**config.mk**
```make
export PLATFORM = sky130hd
export DESIGN_NAME = read_pixel
export DESIGN_NICKNAME = d
export VERILOG_FILES = /design/src/rtl/read_pixel.sv
export SDC_FILE = /design/constraint.sdc
export NUM_CORES = 1
export LEC_CHECK = 0
export BUFFER_PORTS_ARGS = -buffer_cell sky130_fd_sc_hd__buf_4
export CORE_UTILIZATION = 40
export DETAILED_ROUTE_END_ITERATION = 8
export GPL_TIMING_DRIVEN = 0
export PLACE_DENSITY = 0.71
export SLEW_MARGIN = 20
export SYNTH_ARGS = -nofsm -noshare
export SYNTH_HDL_FRONTEND = slang
export SYNTH_SLANG_ARGS = --single-unit
```
**constraint.sdc**
```tcl
create_clock -name clk -period 3 [get_ports clk]
set_input_delay 0.6 -clock clk [delete_from_list [all_inputs] [get_ports clk]]
set_output_delay 0.6 -clock clk [all_outputs]
set_load 0.01 [all_outputs]
```
**src/rtl/read_pixel.sv**
```systemverilog
// read_pixel: fetches one pixel at (x, y) from two parallel BRAMs that share
// the same address map. A request in IDLE registers the raster address, waits
// out the BRAM read latency, captures both data buses and pulses done.
// The addresses stay put after capture so the BRAMs keep presenting the
// same pixel until the next accepted request.
module read_pixel #(
    parameter int DIMENSION   = 4,
    parameter int BIT_DEPTH   = 9,
    parameter int RAM_LATENCY = 2
) (
    input  logic                                     clk,
    input  logic                                     rst_in,
    input  logic                                     input_ready,
    input  logic [$clog2(DIMENSION)-1:0]             x,
    input  logic [$clog2(DIMENSION)-1:0]             y,
    output logic [$clog2(DIMENSION*DIMENSION)-1:0]   first_address,
    input  logic signed [BIT_DEPTH-1:0]              first_data,
    output logic [$clog2(DIMENSION*DIMENSION)-1:0]   second_address,
    input  logic signed [BIT_DEPTH-1:0]              second_data,
    output logic signed [BIT_DEPTH-1:0]              first_pixel_value,
    output logic signed [BIT_DEPTH-1:0]              second_pixel_value,
    output logic                                     busy,
    output logic                                     done
);

    localparam int AW    = $clog2(DIMENSION*DIMENSION);
    // The wait counter runs 0 .. RAM_LATENCY-1; keep at least one bit.
    localparam int CNT_W = (RAM_LATENCY > 1) ? $clog2(RAM_LATENCY) : 1;
    // Terminal count; a latency of 0 is treated like 1 (one wait edge).
    localparam logic [CNT_W-1:0] CNT_LAST =
        (RAM_LATENCY > 1) ? CNT_W'(RAM_LATENCY - 1) : {CNT_W{1'b0}};

    typedef enum logic [1:0] {
        S_IDLE    = 2'd0,
        S_WAIT    = 2'd1,
        S_CAPTURE = 2'd2
    } state_t;

    state_t                       r_state;
    logic [CNT_W-1:0]             r_count;
    logic [AW-1:0]                r_first_address;
    logic [AW-1:0]                r_second_address;
    logic signed [BIT_DEPTH-1:0]  r_first_pixel_value;
    logic signed [BIT_DEPTH-1:0]  r_second_pixel_value;
    logic                         r_busy;
    logic                         r_done;
    logic [AW-1:0]                w_addr;

    // Raster address y*DIMENSION + x, truncated to the address width.
    assign w_addr = AW'(y) * AW'(DIMENSION) + AW'(x);

    // Request FSM: accept in IDLE, count BRAM latency in WAIT, capture data.
    always_ff @(posedge clk or negedge rst_in) begin
        if (!rst_in) begin
            r_state              <= S_IDLE;
            r_count              <= {CNT_W{1'b0}};
            r_first_address      <= {AW{1'b0}};
            r_second_address     <= {AW{1'b0}};
            r_first_pixel_value  <= {BIT_DEPTH{1'b0}};
            r_second_pixel_value <= {BIT_DEPTH{1'b0}};
            r_busy               <= 1'b0;
            r_done               <= 1'b0;
        end else begin
            case (r_state)
                S_IDLE: begin
                    r_done <= 1'b0;
                    if (input_ready) begin
                        r_first_address  <= w_addr;
                        r_second_address <= w_addr;
                        r_count          <= {CNT_W{1'b0}};
                        r_busy           <= 1'b1;
                        r_state          <= S_WAIT;
                    end else begin
                        r_busy  <= 1'b0;
                        r_state <= S_IDLE;
                    end
                end
                S_WAIT: begin
                    // New requests and x/y changes are ignored while busy.
                    r_done <= 1'b0;
                    if (r_count == CNT_LAST) begin
                        r_state <= S_CAPTURE;
                    end else begin
                        r_count <= r_count + {{(CNT_W-1){1'b0}}, 1'b1};
                    end
                end
                S_CAPTURE: begin
                    r_first_pixel_value  <= first_data;
                    r_second_pixel_value <= second_data;
                    r_done               <= 1'b1;
                    r_busy               <= 1'b0;
                    r_state              <= S_IDLE;
                end
                default: begin
                    r_done  <= 1'b0;
                    r_busy  <= 1'b0;
                    r_state <= S_IDLE;
                end
            endcase
        end
    end

    assign first_address      = r_first_address;
    assign second_address     = r_second_address;
    assign first_pixel_value  = r_first_pixel_value;
    assign second_pixel_value = r_second_pixel_value;
    assign busy               = r_busy;
    assign done               = r_done;

endmodule

```
-- After elaboration in Yosys (flattened, before gate mapping)
Index checks and enable logic that the tools add are counted.
- bits in registers: 27
- input port bits: 25
- output and inout port bits: 28
- bits in read-only memories: 0
- bits in latches: 0
- memories: 0
- memory bits (writable): 0
- word-level logic and storage cells: 26
- reduce and logical (&&, ||, !) cells: 4
- multiply operators: 0
- order comparisons: 0
- divide/modulo/power cells: 0
- equality and inequality tests: 4
- bitwise operators: 0
- add/sub/neg operators: 2
- shift operators: 0
- muxes and demuxes: 9
- operator list (operator ; count):
    1-bit two-way mux ; 5
    4-bit by 2-bit adder with 4-bit output ; 1
    2-bit != test, second input constant ; 2
    1-bit one-hot mux with 2 select lines ; 2
    2-bit one-hot mux with 2 select lines ; 1
    2-bit AND reduction ; 2
    2-bit by 1-bit equality test with 1-bit output, second input constant ; 1
    2-bit equality test, second input constant ; 1
    2-bit zero test ; 1
    2-bit two-way mux ; 1
    2-bit nonzero test ; 1
    1-bit adder, second input constant ; 1

-- Depth between registers and ports, before layout
- depth in word-level cells: 3
- gate-level depth with buffers: 4
- depth with buffers taken out: 2

-- Worst setup path after synthesis
No wires, ideal clock.
- kind: input to register
- start: in input_ready
- end: reg r_second_address[0], in the netlist second_address[0]
- path buffers: 0
- stages: 2
- arrival time: 1207 ps
- data required time: 2875 ps
- library setup time: 125 ps
- setup slack: 1668 ps
- path through: nor3b_2 -> mux2_2
- longest elaborated chain between the ends: 1
- ends and longest elaborated chain (item ; RTL line ; source):
    from (decl) ; 13 ; input logic input_ready,
    2-bit AND reduction (no line) ; - ;
    to (signal assigned) ; 58 ; r_second_address <= {AW{1'b0}};
    to (signal assigned) ; 69 ; r_second_address <= w_addr;
    to (decl) ; 42 ; logic [AW-1:0] r_second_address;
Every way passes these cells.
A chain may end at the register's enable or synchronous reset.

-- Worst setup path in the final report
- start: reg r_second_address[1], in the netlist second_address[1]
- end: out second_address[1]
- RTL lines (item ; RTL line ; source):
    to (decl) ; 18 ; output logic [$clog2(DIMENSION*DIMENSION)-1:0] second_address,
No word-level cell between the ends.

==> flow_summary.ini <==
[yosys]
ys.warnings.count = 0
synthMuxAreaShare = 0.2669
synth_fa_ha_area_frac = 0
synth-xor-area-share = 0
synth_top_family_by_area = multiplexers
syn_area_mm2 = 0.001092
synth_compound_area_frac = 0.01489
synthTopCellsByArea = dfrtp_1, mux2_2, mux2_4
yosysTopAreaCell = dfrtp_1
synth_top_cell_area_share = 0.6186
yosysUniqueCellTypes = 14
syn_inst = 66
synth_fp_nets = 91
syn_avg_cell_area_um2 = 16.55
synth-simple-area-share = 0.03666
synth_seq_cells = 27
ys_seq_area_frac = 0.6186

[sta]
setup_violations = 0
final_hold_viol_count = 0
clock_skew_ps = 1.496
fin_crit_sh = 0.5306
maxSlewHeadroom = 0.7799
rsz0062_at_grt = no
hold_ws_ps = 170.8
tns_ps = 0
fmax_mhz = 628.2
fin_crit_ps = 1592
layout_setup_ws_ps = 1408
tightest_slew_ps = 330.1
drv_slew = 0

[global_routing]
grt_overflow_total = 0
antenna_found_initial = 0
grt_usage = 0.1433
grt_max_degree = 28
grt_pass1_wl_um = 2960
grt_pass1_vias = 668

[final_layout]
nFillCells = 224
area_growth_pct = 41.58
n_antenna_cell = 0
drive_gt1_frac = 0.6967
fin_area_mm2 = 0.001546
finalNetCount = 148

[routing]
drtIter0Drc = 1
antenna_left = 0
wl_per_cell_um = 12.75
wl_um = 1938
num_vias = 688
first_pass_iters = 3
viasPerCell = 4.526
drcViolationCount = 0

[critical_path]
required_ps = 2400
endpoint_kind = primary output
crit_path_max_fanout = 3
crit_type = reg -> out
regToRegSetupSlack_ps = 1640
startpoint_type = flip-flop
ff2ff_path_depth = 4
timing.rr.start = r_state[0]$_DFFE_PN0P_
crit_arrival_ps = 990
r2r_end = first_pixel_value[6]$_DFFE_PN0N_

[clock_network]
htreeDepth = 1
clock_sinks = 27
cts_tree = yes
cts_root_buffer = clkbuf_4
cts_resized = 0
postCtsSetupRepairBufs = 0
clk-insertion-delay-late_ps = 310
postCtsHoldBufs = 0
numCtsBuffers = 3
cts_buffer_depth = 2
clk_pin_slew_ps = 130

[die]
ioPinCount = 53
start_util = 0.4330
die_y_um = 54.26
dieArea_mm2 = 0.002944
die_x_um = 54.26
rows = 18
coreArea_mm2 = 0.002522

[outcome]
outcome = completed

[pwr]
p_total_mw = 1.663
p_leak_nw = 0.7972
powerDensity_mw_per_mm2 = 1075
vdd_drop_max_mv = 0.6044

[hold_path]
holdCritPathClass = in -> async

[placement]
port_buffers = 52
placed_cell_area_mm2 = 0.001520
post-place-ws_ps = 1475
gp_congestion = 0.6762
dp_hpwl_um = 1453

[flow_run]
max_cap_viol_count = 0
critical path, stage by stage, from the launching register on:
cell,delay [ps]
dfrtp_1,420
buf_4,130
buf_4,130
cell families after synthesis:
logic type      Yosys count
flops                    27
mux                      23
buf+inv                   8
simple gates              6
compound gates            2
metal layers:
metal	GRT usage	part of all wire	vias to the layer above
met2	0.2337	0.49	33
met4	0.06410	0.0052	0
met1	0.1730	0.42	322
met3	0.04444	0.084	2
met5	0	0	-
li1	-	-	331
registers in the layout, indices dropped and copies added (netlist names):
signal / flops
r_count: 1
second_pixel_value: 9
first_pixel_value: 9
busy: 1
done: 1
second_address: 4
r_state: 2
power breakdown:
| group | switching, mW | leakage (nW) | internal (mW) |
|---|---|---|---|
| logic | 0.298 | 0.463 | 0.547 |
| clock network | 0.0975 | 0.0150 | 0.0519 |
| registers | 0.119 | 0.319 | 0.549 |
| total | 0.514 | 0.797 | 1.15 |
cells in the final DEF (no fill, tap or decap), drive strengths merged:
cell,synthesis,final
clkbuf,0,4
a211oi,1,1
nor3b,1,1
nor2,2,2
dfrtp,27,27
mux2,22,22
and3,1,1
buf,6,58
a22o,1,1
mux2i,1,1
nand2b,2,2
inv,2,2
cell type report:
| class | instances | area (um2) | share of cell area |
|---|---|---|---|
| Inverter | 2 | 7.507 | 0.004854 |
| Sequential cell | 27 | 675.6 | 0.4369 |
| Multi-Input combinational cell | 31 | 347.8 | 0.2249 |
| Clock buffer | 4 | 26.28 | 0.01699 |
| Tap cell | 30 | 37.54 | 0.02427 |
| Buffer | 6 | 61.31 | 0.03964 |
| Timing Repair Buffer | 52 | 390.4 | 0.2524 |
worst max path at each step:
| stage | start | slack [ps] | to |
|---|---|---|---|
| global placement | input_ready | 1490 | second_address[1]$_DFFE_PN0P_ |
| global route | second_address[0]$_DFFE_PN0P_ | 1350 | second_address[0] |
| detailed placement | input_ready | 1470 | second_address[1]$_DFFE_PN0P_ |
| finish | second_address[1]$_DFFE_PN0P_ | 1410 | second_address[1] |
| floorplan | input_ready | 1670 | second_address[0]$_DFFE_PN0P_ |
| CTS | second_address[0]$_DFFE_PN0P_ | 1380 | second_address[0] |
cell usage after synthesis:
cell	number
dfrtp_1	27
mux2_2	13
mux2_4	9
buf_4	4
inv_1	2
nand2b_1	2
nor2_1	2
a211oi_1	1
a22o_1	1
and3_2	1
buf_12	1
buf_6	1
mux2i_1	1
nor3b_2	1
through the flow:
stage	std cells	utilization
final	152	0.6131
after floorplan	66	-
after global routing	152	0.6131
after detailed placement	148	0.6027
after global placement	148	0.6027
after CTS	152	0.6131
Note: power is estimated with default switching activity, not from simulation.
